[src/rtl/qea_ctrl_pkg.sv]
// Shared types and constants for the QEA run controller.
package qea_ctrl_pkg;

    localparam int ROW_IDX_W = 16 + 1;
    localparam logic [63:0] AMP_ONE = 64'h40000000_00000000;

    typedef enum logic [3:0] {
        ST_IDLE,
        ST_LOAD_CTX,
        ST_INIT_ST,
        ST_START,
        ST_RUN,
        ST_READ_ISSUE,
        ST_READ_WAIT,
        ST_READ_HOLD,
        ST_DONE
    } run_state_e;

endpackage

[src/rtl/qea_readout_reg.sv]
// One-entry output register for the state-vector readout stream.
// valid_o rises on capture_i and holds data_o stable until valid_o && ready_i.
module qea_readout_reg #(
    parameter int W = 256
) (
    input  logic         clk,
    input  logic         rst,
    input  logic         capture_i,
    input  logic [W-1:0] data_i,
    input  logic         ready_i,
    output logic         valid_o,
    output logic [W-1:0] data_o
);

    logic         valid_q;
    logic [W-1:0] data_q;

    always_ff @(posedge clk) begin
        if (rst) begin
            valid_q <= 1'b0;
            data_q  <= '0;
        end else if (capture_i) begin
            valid_q <= 1'b1;
            data_q  <= data_i;
        end else if (valid_q && ready_i) begin
            valid_q <= 1'b0;
        end
    end

    assign valid_o = valid_q;
    assign data_o  = data_q;

endmodule

[src/rtl/qea_run_ctrl.sv]
// Host-side sequencer: loads QEA context and initial state, runs it with a
// cycle counter and watchdog, then streams the final state vector out.
module qea_run_ctrl
    import qea_ctrl_pkg::*;
#(
    parameter int PE_NUM                  = 4,
    parameter int STATE_DATA_WIDTH        = 64,
    parameter int STATE_ADDR_WIDTH        = ROW_IDX_W - 1,
    parameter int GATE_CONTEXT_DATA_WIDTH = 64,
    parameter int GATE_CONTEXT_ADDR_WIDTH = 16,
    parameter int MAX_QBIT_WIDTH          = 6,
    parameter int RD_LAT                  = 1,
    parameter int TIMEOUT_CYCLES          = 1000000,
    parameter int CYC_W                   = 32
) (
    input  logic                                 clk,
    input  logic                                 rst,
    input  logic                                 i_go,
    input  logic [MAX_QBIT_WIDTH-1:0]            i_qbit_num,
    input  logic [GATE_CONTEXT_ADDR_WIDTH:0]     i_ins_num,
    input  logic                                 i_ctx_valid,
    input  logic [GATE_CONTEXT_DATA_WIDTH-1:0]   i_ctx_data,
    output logic                                 o_ctx_ready,
    output logic                                 o_qea_start,
    output logic [MAX_QBIT_WIDTH-1:0]            o_qea_qbit_num,
    output logic                                 o_qea_ctx_en,
    output logic                                 o_qea_ctx_wea,
    output logic [GATE_CONTEXT_ADDR_WIDTH-1:0]   o_qea_ctx_addr,
    output logic [GATE_CONTEXT_DATA_WIDTH-1:0]   o_qea_ctx_data,
    output logic                                 o_qea_state_ena,
    output logic                                 o_qea_state_wea,
    output logic [STATE_ADDR_WIDTH-1:0]          o_qea_state_addra,
    output logic [PE_NUM*STATE_DATA_WIDTH-1:0]   o_qea_state_dina,
    input  logic                                 i_qea_complete,
    input  logic [PE_NUM*STATE_DATA_WIDTH-1:0]   i_qea_state_dout,
    output logic                                 o_rd_valid,
    output logic [PE_NUM*STATE_DATA_WIDTH-1:0]   o_rd_data,
    input  logic                                 i_rd_ready,
    output logic                                 o_busy,
    output logic                                 o_done,
    output logic                                 o_error,
    output logic [CYC_W-1:0]                     o_exec_cycles,
    output run_state_e                           o_dbg_state
);

    localparam int RW  = STATE_ADDR_WIDTH + 1;
    localparam int IW  = GATE_CONTEXT_ADDR_WIDTH + 1;
    localparam int MQW = MAX_QBIT_WIDTH;
    localparam int ROW_BITS = PE_NUM * STATE_DATA_WIDTH;

    run_state_e          state_q, state_d;
    logic [MQW-1:0]      qbit_q, qbit_d;
    logic [IW-1:0]       ins_q, ins_d;
    logic [IW-1:0]       idx_q, idx_d;
    logic [RW-1:0]       rows_q, rows_d;
    logic [RW-1:0]       row_q, row_d;
    logic [2:0]          lat_q, lat_d;
    logic [CYC_W-1:0]    cyc_q, cyc_d;
    logic                err_q, err_d;

    logic                params_bad;
    logic [CYC_W-1:0]    cyc_inc;
    logic                capture;

    assign params_bad = (32'(i_qbit_num) < 32'd2)
                     || (32'(i_qbit_num) > 32'(STATE_ADDR_WIDTH + 2))
                     || (i_ins_num == '0)
                     || (33'(i_ins_num) > (33'd1 << GATE_CONTEXT_ADDR_WIDTH));

    assign cyc_inc = (cyc_q == '1) ? cyc_q : cyc_q + CYC_W'(1);

    always_comb begin
        state_d = state_q;
        qbit_d  = qbit_q;
        ins_d   = ins_q;
        idx_d   = idx_q;
        rows_d  = rows_q;
        row_d   = row_q;
        lat_d   = lat_q;
        cyc_d   = cyc_q;
        err_d   = err_q;
        capture = 1'b0;

        o_ctx_ready       = 1'b0;
        o_qea_start       = 1'b0;
        o_qea_ctx_en      = 1'b0;
        o_qea_ctx_wea     = 1'b0;
        o_qea_ctx_addr    = '0;
        o_qea_ctx_data    = '0;
        o_qea_state_ena   = 1'b0;
        o_qea_state_wea   = 1'b0;
        o_qea_state_addra = '0;
        o_qea_state_dina  = '0;

        unique case (state_q)
            ST_IDLE, ST_DONE: begin
                if (i_go) begin
                    err_d = 1'b0;
                    cyc_d = '0;
                    if (params_bad) begin
                        err_d   = 1'b1;
                        state_d = ST_DONE;
                    end else begin
                        qbit_d  = i_qbit_num;
                        ins_d   = i_ins_num;
                        rows_d  = RW'(1) << (i_qbit_num - MQW'(2));
                        idx_d   = '0;
                        row_d   = '0;
                        state_d = ST_LOAD_CTX;
                    end
                end
            end
            ST_LOAD_CTX: begin
                o_ctx_ready = 1'b1;
                if (i_ctx_valid) begin
                    o_qea_ctx_en   = 1'b1;
                    o_qea_ctx_wea  = 1'b1;
                    o_qea_ctx_addr = idx_q[GATE_CONTEXT_ADDR_WIDTH-1:0];
                    o_qea_ctx_data = i_ctx_data;
                    if (idx_q == ins_q - IW'(1)) begin
                        row_d   = '0;
                        state_d = ST_INIT_ST;
                    end else begin
                        idx_d = idx_q + IW'(1);
                    end
                end
            end
            ST_INIT_ST: begin
                o_qea_state_ena   = 1'b1;
                o_qea_state_wea   = 1'b1;
                o_qea_state_addra = row_q[STATE_ADDR_WIDTH-1:0];
                if (row_q == '0) begin
                    o_qea_state_dina[ROW_BITS-1 -: STATE_DATA_WIDTH] = STATE_DATA_WIDTH'(AMP_ONE);
                end
                if (row_q == rows_q - RW'(1)) begin
                    row_d   = '0;
                    state_d = ST_START;
                end else begin
                    row_d = row_q + RW'(1);
                end
            end
            ST_START: begin
                o_qea_start = 1'b1;
                cyc_d       = '0;
                state_d     = ST_RUN;
            end
            ST_RUN: begin
                cyc_d = cyc_inc;
                // The first two RUN cycles may still see the previous run's complete level.
                if (i_qea_complete && (cyc_q >= CYC_W'(2))) begin
                    row_d   = '0;
                    state_d = ST_READ_ISSUE;
                end else if (cyc_inc >= CYC_W'(TIMEOUT_CYCLES)) begin
                    err_d   = 1'b1;
                    state_d = ST_DONE;
                end
            end
            ST_READ_ISSUE: begin
                o_qea_state_ena   = 1'b1;
                o_qea_state_addra = row_q[STATE_ADDR_WIDTH-1:0];
                lat_d             = '0;
                state_d           = ST_READ_WAIT;
            end
            ST_READ_WAIT: begin
                if (lat_q == 3'(RD_LAT - 1)) begin
                    capture = 1'b1;
                    state_d = ST_READ_HOLD;
                end else begin
                    lat_d = lat_q + 3'd1;
                end
            end
            ST_READ_HOLD: begin
                if (o_rd_valid && i_rd_ready) begin
                    if (row_q == rows_q - RW'(1)) begin
                        state_d = ST_DONE;
                    end else begin
                        row_d   = row_q + RW'(1);
                        state_d = ST_READ_ISSUE;
                    end
                end
            end
            default: state_d = ST_IDLE;
        endcase

        // Strobes drop in the reset cycle itself, not one edge later.
        if (rst) begin
            capture         = 1'b0;
            o_ctx_ready     = 1'b0;
            o_qea_start     = 1'b0;
            o_qea_ctx_en    = 1'b0;
            o_qea_ctx_wea   = 1'b0;
            o_qea_ctx_addr  = '0;
            o_qea_ctx_data  = '0;
            o_qea_state_ena = 1'b0;
            o_qea_state_wea = 1'b0;
            o_qea_state_addra = '0;
            o_qea_state_dina  = '0;
        end
    end

    always_ff @(posedge clk) begin
        if (rst) begin
            state_q <= ST_IDLE;
            qbit_q  <= '0;
            ins_q   <= '0;
            idx_q   <= '0;
            rows_q  <= '0;
            row_q   <= '0;
            lat_q   <= '0;
            cyc_q   <= '0;
            err_q   <= 1'b0;
        end else begin
            state_q <= state_d;
            qbit_q  <= qbit_d;
            ins_q   <= ins_d;
            idx_q   <= idx_d;
            rows_q  <= rows_d;
            row_q   <= row_d;
            lat_q   <= lat_d;
            cyc_q   <= cyc_d;
            err_q   <= err_d;
        end
    end

    qea_readout_reg #(.W(ROW_BITS)) u_readout (
        .clk       (clk),
        .rst       (rst),
        .capture_i (capture),
        .data_i    (i_qea_state_dout),
        .ready_i   (i_rd_ready),
        .valid_o   (o_rd_valid),
        .data_o    (o_rd_data)
    );

    assign o_qea_qbit_num = qbit_q;
    assign o_busy         = (state_q != ST_IDLE) && (state_q != ST_DONE);
    assign o_done         = (state_q == ST_DONE);
    assign o_error        = err_q;
    assign o_exec_cycles  = cyc_q;
    assign o_dbg_state    = state_q;

endmodule

[config.mk]
export PLATFORM = sky130hd
export DESIGN_NAME = qea_run_ctrl
export DESIGN_NICKNAME = d
export VERILOG_FILES = /design/src/rtl/qea_ctrl_pkg.sv /design/src/rtl/qea_readout_reg.sv /design/src/rtl/qea_run_ctrl.sv
export SDC_FILE = /design/constraint.sdc
export NUM_CORES = 1
export LEC_CHECK = 0
export ABC_AREA = 1
export ABC_CLOCK_PERIOD_IN_PS = 2200
export CAP_MARGIN = 10
export CORE_AREA = 2 2 397 399
export CTS_CLUSTER_SIZE = 20
export DETAILED_ROUTE_END_ITERATION = 10
export DIE_AREA = 0 0 399 401
export PLACE_DENSITY = 0.43
export SKIP_LAST_GASP = 1
export SYNTH_ARGS = -nofsm -noshare
export SYNTH_HDL_FRONTEND = slang
export SYNTH_SLANG_ARGS = --single-unit
[constraint.sdc]
create_clock -name clk -period 2.2 [get_ports clk]
set_input_delay 0.44 -clock clk [delete_from_list [all_inputs] [get_ports clk]]
set_output_delay 0.44 -clock clk [all_outputs]
set_load 0.03 [all_outputs]
==> metrics <==
Avg Vias per Cell roughly 3.6; Synth Area in Adders less than 1%; Async S/R FF share, synth 0%; CP Cell Sequence nor2_4 > nand2_2 > nor2_4 > nand2_8 > buf_8 > nor2_1 > buf_4 > buf_12; Total Power 27.22 mW; HP Start rst; hold depth 3; worst-margin pin slew around 0.70 ns; Critical Path Source Type flip-flop; static leakage between 15 and 20 nW; Setup WS post-layout -0.2844 ns; most instantiated library cell after synthesis nor2_1; vias in the first global route 21470; Pint ~17 mW; CP endpoint kind output port; initial core utilization 12.68%; largest family of logic cells by synthesized area simple AND/OR/NAND/NOR gates; via count 22270; synth top area cells dfxtp_1 (38%), nor2_1 (15%), buf_4 (9.9%), nand2_1 (8.6%), o21ai_0 (7.9%); initial drt markers 1000; Yosys reg bits ~370; Ys Warns 0; Post-Syn Area 0.01973 mm2; IO Pins approximately 1000; Mapped Cells 2974; share of layout cells above drive strength 1 20.39%; post-cts hold buffer count 0; Fin. Hold Viols 0; Sink Count 371; VDD IR max 530.5 uV; worst setup path category reg -> out; largest net degree at the start of global routing ~100; WL per Instance roughly 18 um; DRT Wirelength around 110 mm; Final setup violation count 193; Net count, final ~4400; arrival time worst endpoint between 2 and 2.5 ns; GRT Overall Usage 12.86%; post-synthesis mux area share 0%; Max Fclk 0.4025 GHz; number of max-cap violations 0; core area 0.1557 mm2; Filler cells 17440; maximum clock insertion buffer count 3; first-pass GRT wire length 150.3 mm; Layout Skew around 0.030 ns; PwrDens 790.1 mW/mm2; outcome complete, but fails checks; register area share after synthesis 37.64%; Finished Core Util between 20 and 25%; Rows 145; Hold Path Class in -> reg; H-tree depth 2; worst reg2reg startpoint o_exec_cycles[1]$_SDFFE_PP0P_; EDFF count, synth 0; Hold Path Sink o_exec_cycles[14]$_SDFFE_PP0P_; port bufs 753; Comb pwr share 38.2%; total congestion overflow 0; R2R setup slack -0.26 ns; max-slew violation count 0; Final GP Congestion 0.8764; die width between 300 and 400 um; antenna violations before repair 41; Seq pwr share 28.5%; reg2reg end o_dbg_state[1]$_SDFFE_PP0P_; RSZ-0062 raised after global routing true; Die H 401 um; Worst slew margin 53.41%; library cells used by synthesis between 40 and 50; Reg2Reg Depth 18; DRC 0; Clock Pin Slew Worst Setup and Hold Paths 0.06 ns; fin crit share 112.9%; die footprint 0.1600 mm2; CP max stage delay 0.37 ns; failing checks negative setup slack; TritonCTS Buffers 52; Sw Pwr between 10 and 15 mW; ANT nets after route 0; Clk pwr share about 33%; CP max stage cell dfxtp_4; Synth-to-Final Area Change 74.59%; post-synth top area cell dfxtp_1; CTS tree built; Root Driver clkbuf_16; most instantiated cells after synthesis nor2_1 (766), nand2_1 (454), dfxtp_1 (371), o21ai_0 (313), buf_4 (259); Tmin final between 2 and 2.5 ns; CP dominant cell by count nor2_4; Top FF cell, synth dfxtp_1; Mean Syn Cell Area 6.635 um2; Synth Area in Simple Gates slightly above 30%; XOR/XNOR Fraction of Synth Area slightly below 3%; Synth Area in Compound Gates between 10% and 20%; DP Wirelength about 87 mm; CP required ~1.8 ns; Synth top area share 37.64%; crit-path max FO 7; TritonRoute pass-1 iters 4; setup_tns -31.38 ns; Worst-Skew Late Latency 0.64 ns; switching share of total power about two fifths
[flip-flops by register name, summed over array words and instances, names as in the netlist, 3 cells and up]
register / count
lat_q: 3
u_readout.data_o: 256
ins_q: 17
row_q: 17
idx_q: 17
rows_q: 17
o_qea_qbit_num: 6
o_exec_cycles: 32
o_dbg_state: 4
[power by group through the flow]
stage,registers (mW),clock network (mW),logic (mW)
detailed placement,7.85,0,9.76
finish,7.75,9.07,10.4
global placement,7.84,0,9.77
CTS,7.75,9.43,10.2
global route,7.82,9.68,11.3
floorplan,8.73,0,4.34
[placed cells by master, fill, tap and decap left out, types with 43 or more instances in the layout]
master	count
dfxtp_1	340
a21oi_1	109
nand3_1	102
o21ai_0	308
nand2_1	418
nor2_2	43
xor2_1	45
clkbuf_16	54
nor2_1	698
conb_1	255
inv_1	209
buf_4	461
clkdlybuf4s50_1	639
[worst max-delay path: cells and delay by family (launching register included)]
family | cells | cell delay (ns)
DFF | 1 | 0.37
buffers and inverters | 3 | 0.42
and+or+nand+nor | 5 | 0.62
[area by class of cell]
| cell class | count | area [um2] | share of cell area (%) |
|---|---|---|---|
| Inverter | 233 | 894.6 | 2.597 |
| Timing Repair Buffer | 1169 | 11030 | 32.01 |
| Clock inverter | 16 | 261.5 | 0.7591 |
| Multi-Input combinational cell | 2229 | 10630 | 30.84 |
| Tap cell | 2058 | 2575 | 7.475 |
| Clock buffer | 78 | 1569 | 4.555 |
| Antenna cell | 6 | 15.01 | 0.04358 |
| Sequential cell | 371 | 7483 | 21.72 |
[worst max-delay path by stage]
stage,startpoint,endpoint,depth (start not counted)
floorplan,o_dbg_state[0]$_SDFFE_PP0P_,o_qea_ctx_addr[0],7
global placement,o_exec_cycles[0]$_SDFFE_PP0P_,row_q[6]$_SDFFE_PP0P_,17
detailed placement,o_exec_cycles[0]$_SDFFE_PP0P_,row_q[12]$_SDFFE_PP0P_,17
CTS,o_exec_cycles[0]$_SDFFE_PP0P_,o_dbg_state[3]$_SDFFE_PP0P_,16
global route,o_exec_cycles[1]$_SDFFE_PP0P_,o_dbg_state[1]$_SDFFE_PP0P_,18
finish,o_dbg_state[3]$_SDFFE_PP0P_,o_qea_ctx_addr[3],8
[what timing repair did]
action,CTS,global route
endpoints found under the setup margin,303,368
setup buffers,11,21
cloned,0,2
pin swaps,27,49
gates resized for setup,102,147
[kinds of logic (layout without fill, tap and decap cells)]
family	count (synthesis)	in the layout
fa+ha+maj	10	10
xor+xnor	66	66
other cells	1	261
flops	371	371
buf+inv	628	1496
compound gates	438	438
simple gates	1460	1460
[through the flow]
step	cell area, um2	std cells	hold slack (ns)	worst slack [ns]
global placement	31510	6029	0.4342	-1.071
CTS	33750	6131	0.2875	-0.3851
floorplan	20780	3228	0.4479	-0.1123
detailed placement	31510	6029	0.4334	-1.159
global route	34440	6155	0.3357	-0.4261
finish	34450	6160	0.3589	-0.2844
[per-layer routing]
metal	up-vias	share of wire, %	global-route usage [%]
li1	11080	-	-
met1	10100	38	14.11
met2	860	47	21.72
met3	173	11	6.042
met4	56	3.3	4.162
met5	-	0.34	0
(Power assumes the default switching activity.)
